File: src/rtl/sw_pkg.sv
// Shared definitions for the Smith-Waterman array feeder and its PE chain:
// nucleotide encoding, feeder FSM states, default score width and the
// scoring constants the PEs use.
package sw_pkg;

    typedef enum logic [1:0] {
        BASE_A = 2'd0,
        BASE_C = 2'd1,
        BASE_G = 2'd2,
        BASE_T = 2'd3
    } base_e;

    typedef enum logic [1:0] {
        ST_IDLE     = 2'd0,
        ST_LOAD_Q   = 2'd1,
        ST_STREAM_R = 2'd2,
        ST_DRAIN    = 2'd3
    } state_e;

    localparam int DEF_WIDTH   = 10;

    // Linear-affine scoring shared with the PE datapath
    localparam int SC_MATCH    = 2;
    localparam int SC_MISS     = -1;
    localparam int SC_GAP_OPEN = -2;
    localparam int SC_GAP_EXT  = -1;

    function automatic int base_score(input base_e a, input base_e b);
        return (a == b) ? SC_MATCH : SC_MISS;
    endfunction

endpackage

File: src/rtl/sw_base_fifo.sv
// Small elastic FIFO for reference bases. Each entry is {last, base}.
// Only instantiated by the feeder when SW_FEEDER_FIFO_EN is defined.
module sw_base_fifo #(
    parameter int DEPTH = 16
) (
    input  logic       clk_i,
    input  logic       rst_ni,
    input  logic       push_i,
    input  logic [2:0] data_i,
    input  logic       pop_i,
    output logic [2:0] data_o,
    output logic       full_o,
    output logic       empty_o
);
    localparam int AW = (DEPTH > 1) ? $clog2(DEPTH) : 1;

    logic [2:0]    mem_q [DEPTH];
    logic [AW-1:0] wr_q, rd_q;
    logic [AW:0]   cnt_q;

    function automatic logic [AW-1:0] ptr_inc(input logic [AW-1:0] p);
        return (p == AW'(DEPTH - 1)) ? '0 : p + 1'b1;
    endfunction

    assign full_o  = (cnt_q == (AW + 1)'(DEPTH));
    assign empty_o = (cnt_q == '0);
    assign data_o  = mem_q[rd_q];

    // storage array, no reset needed: reads are gated by the occupancy count
    always_ff @(posedge clk_i) begin
        if (push_i && !full_o) mem_q[wr_q] <= data_i;
    end

    // pointers and occupancy
    always_ff @(posedge clk_i or negedge rst_ni) begin
        if (!rst_ni) begin
            wr_q  <= '0;
            rd_q  <= '0;
            cnt_q <= '0;
        end else begin
            if (push_i && !full_o) wr_q <= ptr_inc(wr_q);
            if (pop_i && !empty_o) rd_q <= ptr_inc(rd_q);
            case ({push_i && !full_o, pop_i && !empty_o})
                2'b10:   cnt_q <= cnt_q + 1'b1;
                2'b01:   cnt_q <= cnt_q - 1'b1;
                default: cnt_q <= cnt_q;
            endcase
        end
    end

endmodule

File: src/rtl/sw_array_feeder.sv
// Boundary feeder for a Smith-Waterman systolic chain. Loads NUM_PE query
// bases into the chain, then streams reference bases into PE[0] with a zero
// left-boundary column, drains the chain and pulses done.
// Optional build macro SW_FEEDER_FIFO_EN adds an elastic reference FIFO that
// absorbs source gaps; without it the reference stream must be gap-free.
module sw_array_feeder
    import sw_pkg::*;
#(
    parameter int NUM_PE     = 64,
    parameter int WIDTH      = DEF_WIDTH,
    parameter int FIFO_DEPTH = 16
) (
    input  logic             clk,
    input  logic             rst_n,
    input  logic             start,
    output logic             busy,
    output logic             done,
    output logic             err_underrun,
    input  logic             q_valid,
    input  logic [1:0]       q_data,
    output logic             q_ready,
    input  logic             r_valid,
    input  logic [1:0]       r_data,
    input  logic             r_last,
    output logic             r_ready,
    output logic [WIDTH-1:0] V_out,
    output logic [WIDTH-1:0] F_out,
    output logic [1:0]       T_out,
    output logic [1:0]       S_out,
    output logic             store_S_out,
    output logic             init_out
);
    localparam int            CW        = $clog2(NUM_PE + 2);
    localparam logic [CW-1:0] LAST_Q    = CW'(NUM_PE - 1);
    localparam logic [CW-1:0] DRAIN_END = CW'(NUM_PE + 1);

    state_e        state_q, state_d;
    logic [CW-1:0] cnt_q, cnt_d;
    logic          seen_q, seen_d;
    logic          err_q, err_d;
    logic          done_q, done_d;
    logic [1:0]    s_q, s_d, t_q, t_d;
    logic          store_q, store_d, init_q, init_d;

    // Reference source as seen by the FSM: either the port or the FIFO head
    logic       src_valid, src_last, src_take;
    logic [1:0] src_data;

`ifdef SW_FEEDER_FIFO_EN
    logic       fifo_full, fifo_empty, fifo_push;
    logic [2:0] fifo_dout;
    logic       got_last_q, got_last_d;

    // once r_last is captured the FIFO stops accepting so the next job's
    // beats never mix into this one
    assign r_ready   = ((state_q == ST_LOAD_Q) || (state_q == ST_STREAM_R)) &&
                       !fifo_full && !got_last_q;
    assign fifo_push = r_valid && r_ready;
    assign src_valid = !fifo_empty;
    assign src_data  = fifo_dout[1:0];
    assign src_last  = fifo_dout[2];
    // emission waits for a full buffer or the final beat, then runs every cycle
    assign src_take  = (state_q == ST_STREAM_R) && !fifo_empty &&
                       (seen_q || fifo_full || got_last_q);

    sw_base_fifo #(.DEPTH(FIFO_DEPTH)) u_fifo (
        .clk_i   (clk),
        .rst_ni  (rst_n),
        .push_i  (fifo_push),
        .data_i  ({r_last, r_data}),
        .pop_i   (src_take),
        .data_o  (fifo_dout),
        .full_o  (fifo_full),
        .empty_o (fifo_empty)
    );

    // remember that the final reference beat is buffered
    always_comb begin
        got_last_d = got_last_q;
        if (state_q == ST_IDLE && start) got_last_d = 1'b0;
        else if (fifo_push && r_last)    got_last_d = 1'b1;
    end

    // final-beat flag register
    always_ff @(posedge clk or negedge rst_n) begin
        if (!rst_n) got_last_q <= 1'b0;
        else        got_last_q <= got_last_d;
    end
`else
    logic unused_cfg;
    assign unused_cfg = ^FIFO_DEPTH;

    assign r_ready   = (state_q == ST_STREAM_R);
    assign src_valid = r_valid;
    assign src_data  = r_data;
    assign src_last  = r_last;
    assign src_take  = r_ready && r_valid;
`endif

    assign busy         = (state_q != ST_IDLE);
    assign q_ready      = (state_q == ST_LOAD_Q);
    assign done         = done_q;
    assign err_underrun = err_q;
    assign S_out        = s_q;
    assign store_S_out  = store_q;
    assign T_out        = t_q;
    assign init_out     = init_q;
    assign V_out        = '0;
    assign F_out        = '0;

    // next state and next PE-side outputs; outputs default to idle each cycle
    always_comb begin
        state_d = state_q;
        cnt_d   = cnt_q;
        seen_d  = seen_q;
        err_d   = err_q;
        done_d  = 1'b0;
        s_d     = 2'd0;
        store_d = 1'b0;
        t_d     = 2'd0;
        init_d  = 1'b0;
        case (state_q)
            ST_IDLE: begin
                if (start) begin
                    state_d = ST_LOAD_Q;
                    cnt_d   = '0;
                    seen_d  = 1'b0;
                    err_d   = 1'b0;
                end
            end
            ST_LOAD_Q: begin
                if (q_valid) begin
                    s_d     = q_data;
                    store_d = 1'b1;
                    if (cnt_q == LAST_Q) begin
                        cnt_d   = '0;
                        state_d = ST_STREAM_R;
                    end else begin
                        cnt_d = cnt_q + 1'b1;
                    end
                end
            end
            ST_STREAM_R: begin
                if (src_take) begin
                    t_d    = src_data;
                    init_d = 1'b1;
                    seen_d = 1'b1;
                    if (src_last) state_d = ST_DRAIN;
                end else if (seen_q && !src_valid) begin
                    // a hole mid-stream would corrupt the diagonal wavefront
                    err_d   = 1'b1;
                    state_d = ST_DRAIN;
                end
            end
            ST_DRAIN: begin
                if (cnt_q == DRAIN_END) begin
                    done_d  = 1'b1;
                    cnt_d   = '0;
                    state_d = ST_IDLE;
                end else begin
                    cnt_d = cnt_q + 1'b1;
                end
            end
            default: state_d = ST_IDLE;
        endcase
    end

    // state and registered outputs
    always_ff @(posedge clk or negedge rst_n) begin
        if (!rst_n) begin
            state_q <= ST_IDLE;
            cnt_q   <= '0;
            seen_q  <= 1'b0;
            err_q   <= 1'b0;
            done_q  <= 1'b0;
            s_q     <= 2'd0;
            store_q <= 1'b0;
            t_q     <= 2'd0;
            init_q  <= 1'b0;
        end else begin
            state_q <= state_d;
            cnt_q   <= cnt_d;
            seen_q  <= seen_d;
            err_q   <= err_d;
            done_q  <= done_d;
            s_q     <= s_d;
            store_q <= store_d;
            t_q     <= t_d;
            init_q  <= init_d;
        end
    end

endmodule
File: config.mk
export PLATFORM = sky130hd
export DESIGN_NAME = sw_array_feeder
export DESIGN_NICKNAME = d
export VERILOG_FILES = /design/src/rtl/sw_pkg.sv /design/src/rtl/sw_base_fifo.sv /design/src/rtl/sw_array_feeder.sv
export SDC_FILE = /design/constraint.sdc
export NUM_CORES = 1
export LEC_CHECK = 0
export ABC_CLOCK_PERIOD_IN_PS = 3600
export CAP_MARGIN = 10
export CORE_MARGIN = 2
export CORE_UTILIZATION = 47
export DETAILED_ROUTE_END_ITERATION = 10
export PLACE_DENSITY_LB_ADDON = 0.1
export SYNTH_ARGS = -nofsm -noshare
export SYNTH_HDL_FRONTEND = slang
export SYNTH_SLANG_ARGS = --single-unit
File: constraint.sdc
create_clock -name clk -period 3.6 [get_ports clk]
set_input_delay 0.72 -clock clk [delete_from_list [all_inputs] [get_ports clk]]
set_output_delay 0.72 -clock clk [all_outputs]
set_load 0.02 [all_outputs]
---- Yosys cells after proc, flatten, opt, wreduce, memory -nomap -nowiden ----
Cells that the tools add are included.
storage, ports and cells
  bits in registers ....................... 18
  input port bits ......................... 10
operators by class
  add/sub/neg operators ................... 1
  eq/ne operators ......................... 14
  multiplexer cells ....................... 29
  reductions and logical operators ........ 11
operators by type and width
  operator                                                          number
  7-bit two-way mux                                                 4
  2-bit two-way mux                                                 11
  7-bit case mux with 3 select lines                                1
  1-bit two-way mux                                                 10
  2-bit != test (second input constant)                             4
  2-bit case mux with 4 select lines                                1
  7-bit by 1-bit adder with 7-bit output (second input constant)    1
  7-bit by 6-bit == test with 1-bit output (second input constant)  1
  7-bit == test (second input constant)                             1
  2-bit by 1-bit != test with 1-bit output (second input constant)  3
  3-bit AND reduction                                               2
  6-bit AND reduction                                               1
  2-bit == test (second input constant)                             2
  1-bit case mux with 2 select lines                                2
  4-bit AND reduction                                               1
  2-bit nonzero test                                                2
  3-bit by 1-bit != test with 1-bit output (second input constant)  1
  3-bit != test (second input constant)                             1
  3-bit nonzero test                                                1
  2-bit by 1-bit == test with 1-bit output (second input constant)  1
  1-bit logical AND                                                 2
  2-bit zero test                                                   1
  1-bit zero test                                                   1

---- Logic depth before layout (Yosys ltp) ----
  depth after elaboration ................. 5
  mapped depth ............................ 7
  gate-level depth less buffers ........... 6

---- Least setup slack after synthesis ----
No wires, ideal clock.
  kind .................................... reg2reg
  start ................................... reg state_q[1]
  end ..................................... reg state_q[1]
  setup time .............................. 125 ps
  data arrival time ....................... 1832 ps
  slack ................................... 1643 ps
  cell stages (with the launch flop) ...... 7
  path buffers ............................ 0
  cells stage by stage .................... dfrtp_1 inv_1 ha_1 nor2b_1 a211o_1 or3_4 mux2_4
between the ends
  elaborated cells on any way between the ends .. 14
  classes of those cells .................. eq/ne: 9; mux: 2; reduce/logical: 3
RTL lines
  item                                                                                        RTL line                text
  start: declaration                                                                          sw_array_feeder.sv:37   state_e state_q, state_d;
  start signal: assignment                                                                    sw_array_feeder.sv:181  state_q <= state_d;
  2-bit by 1-bit == test with 1-bit output *                                                  -
  named net q_ready                                                                           sw_array_feeder.sv:21   output logic q_ready,
  2-bit by 1-bit != test with 1-bit output (no source line) or 2-bit != test (tied branches)  -
  6-bit AND reduction (no source line)                                                        -
Mark *: on every way through the listed nets, which the timed path passes. The rest lies on a longest branch.
A chain may end at the register's enable or synchronous reset.

---- Worst setup path after layout ----
  start ................................... reg state_q[1]
  end ..................................... out q_ready
between the ends
  word-level cells in the longest chain between the ends .. 1
ends and longest elaborated chain
  item                                      RTL line                text
  2-bit by 1-bit == test with 1-bit output  sw_array_feeder.sv:101  assign q_ready = (state_q == ST_LOAD_Q);
  end: declaration                          sw_array_feeder.sv:21
Every way passes these cells.

==> metrics.md <==
| Metric | Value |
|---|---|
| Outcome | completed |
| Post-Syn Instances | 115 |
| Sw Share | 42.2% |
| Clock root buffer | clkbuf_4 |
| Top post-synthesis cells by area | dfrtp_1 41%, buf_4 14%, ha_1 8.0% |
| Detailed-route via count | 823 |
| Crit path required time | 2.88 ns |
| RSZ-0062 raised after global routing | false |
| Placed cell count | 161 |
| Initial antenna violation count | 0 |
| CP max stage delay | 0.66 ns |
| P_int | 0.524 mW |
| Comb pwr share | 52.0% |
| Part of the Yosys area used for sequential elements | 40.9% |
| HPWL after DPL | 1440 µm |
| Post-synthesis async set-or-reset flop share | 100% |
| Static Leak | 0.609 nW |
| Final Hold Viols | 0 |
| M1 WL | 923 µm |
| Tightest Pin Transition | 0.771 ns |
| Pin count of the biggest net entering global routing | 19 |
| DRC viols | 0 |
| Nets | 155 |
| Grt ovf | 0 |
| Share of the synthesized area in the top cell type | 40.9% |
| Layout Skew | 0.0117 ns |
| Slew HR | 48.4% |
| CTS buffer count | 3 |
| Finished Layout Cells | 165 |
| Psw | 0.382 mW |
| Max-slew violations | 0 |
| CTS tree | done |
| Post-synth top cells | 20 x buf_4, 18 x dfrtp_1, 10 x nand2_1 |
| Worst hold path type | reg -> reg |
| Hold_buf cts | 0 |
| Number of synthesized flops with an enable pin | 0 |
| Synth unique cells | 30 |
| Worst path cell trace | inv_1, ha_1, clkdlybuf4s50_1 |
| # setup viols final | 0 |
| Clock share of power | 13.5% |
| # diodes | 0 |
| Worst-path clk slew | 0.11 ns |
| Synth Flop Type | dfrtp_1 |
| CP endpoint kind | output pin |
| Max Cap Viol | 0 |
| PD cells | 702 mW/mm² |
| WL met2 | 843 µm |
| Area grow syn2layout | 17.2% |
| Crit path max-delay cell type | clkdlybuf4s50_1 |
| Fin crit period | 2.54 ns |
| Gpl congestion | 0.769 |
| Total negative slack | 0 ns |
| Post-CTS resize count | 0 |
| Row cnt | 17 |
| Ys Warns | 0 |
| Family with the most delay on the worst path | buffers and inverters |
| Startpoint types | flip-flop |
| Port bufs | 20 |
| Sink Count | 18 |
| Final worst path period share | 70.6% |
| CP Class | reg -> out |
| Longest Clk Path Bufs | 2 |
| F_max | 394 MHz |
| Starting DRT DRC Count | 20 |
| Drt pass-1 iters | 4 |
| Die W | 52.4 µm |
| Worst IR Drop VDD | 0.357 mV |
| Count leader, synth | buf_4 |
| Seq pwr share | 34.5% |
| Post-CTS Setup Bufs | 0 |
| Worst Path Arrival | 1.82 ns |
| Routed wl met3 | 132 µm |
| Core ar. | 0.00221 mm² |
| Antenna-violating nets left | 0 |
| Final WL | 1930 µm |
| Max FO, Critical Path | 8 |
| Detailed-route wire length per cell | 11.7 µm |
| Later-pin clock latency in the skew report | 0.29 ns |
| Vias in the first global route | 697 |
| Total GRT Usage | 16.1% |
| IO Count | 41 |
| Max layer used | met4 |
| Syn avg cell area | 9.57 µm² |
| Largest area contributor in the netlist | dfrtp_1 |
| Die Span Y | 52.4 µm |
| Vias/cell | 4.99 |
| First-pass GRT wire length | 3250 µm |
| Buf/Inv on CP | 2 |
| Synth Register Bits | 18 |
| Die ar. | 0.00275 mm² |
| Share of post-route cells with drive strength above 1 | 6.57% |
| Cell area after synthesis | 0.00110 mm² |
| Starting Density | 49.8% |
| H-Tree Depth | 1 |
through the flow:
| step | hold slack [ns] | setup slack (ns) | util, % | total power, mW | cell area, µm² |
|---|---|---|---|---|---|
| after floorplan | 0.424 | 1.64 | - | 0.654 | 1170 |
| after global placement | 0.513 | 1.22 | 56.7 | 0.775 | 1250 |
| after detailed placement | 0.524 | 1.16 | 56.7 | 0.783 | 1250 |
| after CTS | 0.547 | 1.07 | 58.3 | 0.910 | 1290 |
| after global routing | 0.601 | 0.944 | 58.3 | 0.979 | 1290 |
| final | 0.547 | 1.06 | 58.3 | 0.906 | 1290 |
worst paths after layout:
path                                 start        to  slack (ns)  cells past startpoint
worst min-delay path              cnt_q[1]  cnt_q[1]        0.55                      2
worst max-delay path            state_q[1]   q_ready        1.06                      3
worst min register to register    cnt_q[1]  cnt_q[1]        0.55                      2
worst max register to register  state_q[1]  cnt_q[2]        1.48                      6
min in group asynchronous            rst_n      done        0.87                      1
max in group asynchronous            rst_n    seen_q        2.24                      1
final cells by class:
cell class,instances,area [µm²]
Tap cell,28,35.0
Inverter,7,26.3
Timing Repair Buffer,20,200
Multi-Input combinational cell,88,542
Fill cell,203,922
Clock buffer,4,36.3
Sequential cell,18,450
metal layers:
layer / vias up / GRT usage (%)
li1: 399 / -
met1: 390 / 23.0
met2: 32 / 23.3
met3: 2 / 2.86
met4: 0 / 7.69
met5: - / 0
registers in the layout, indices dropped and copies added (netlist names):
signal,count
done,1
cnt_q,7
T_out,2
seen_q,1
init_out,1
state_q,2
S_out,2
err_underrun,1
store_S_out,1
layout by cell type, fill, tap and decap left out, types with 3 or more instances in the layout:
cell              n
conb_1           20
clkdlybuf4s50_1  20
dfrtp_1          18
nand2_1          10
nor2_1            8
inv_1             7
ha_1              7
o21ai_0           6
o211ai_1          6
and3_1            4
a31oi_1           3
clkbuf_4          3
power groups by stage:
stage          clock, mW  sequential, mW  combinational, mW
3_3_place_gp           0           0.313              0.462
3_5_place_dp           0           0.316              0.466
5_1_grt            0.137           0.323              0.519
4_1_cts            0.126           0.313              0.471
6_report           0.122           0.313              0.471
2_1_floorplan          0           0.325              0.329
worst reg2reg max path: cells and delay by family, from the launching register on:
kind            cells  cell delay (ns)
compound gates      2             0.59
fa+ha+maj           1             0.29
buf+inv             1             0.09
flops               1             0.45
simple gates        2             0.59
cell families after synthesis:
logic type	Yosys count	synth area share, %
fa+ha+maj	7	7.95
flops	18	40.9
simple gates	35	16.8
compound gates	23	14.4
buf+inv	28	16.4
mux	3	3.18
other cells	1	0.341
(Power assumes the default switching activity.)
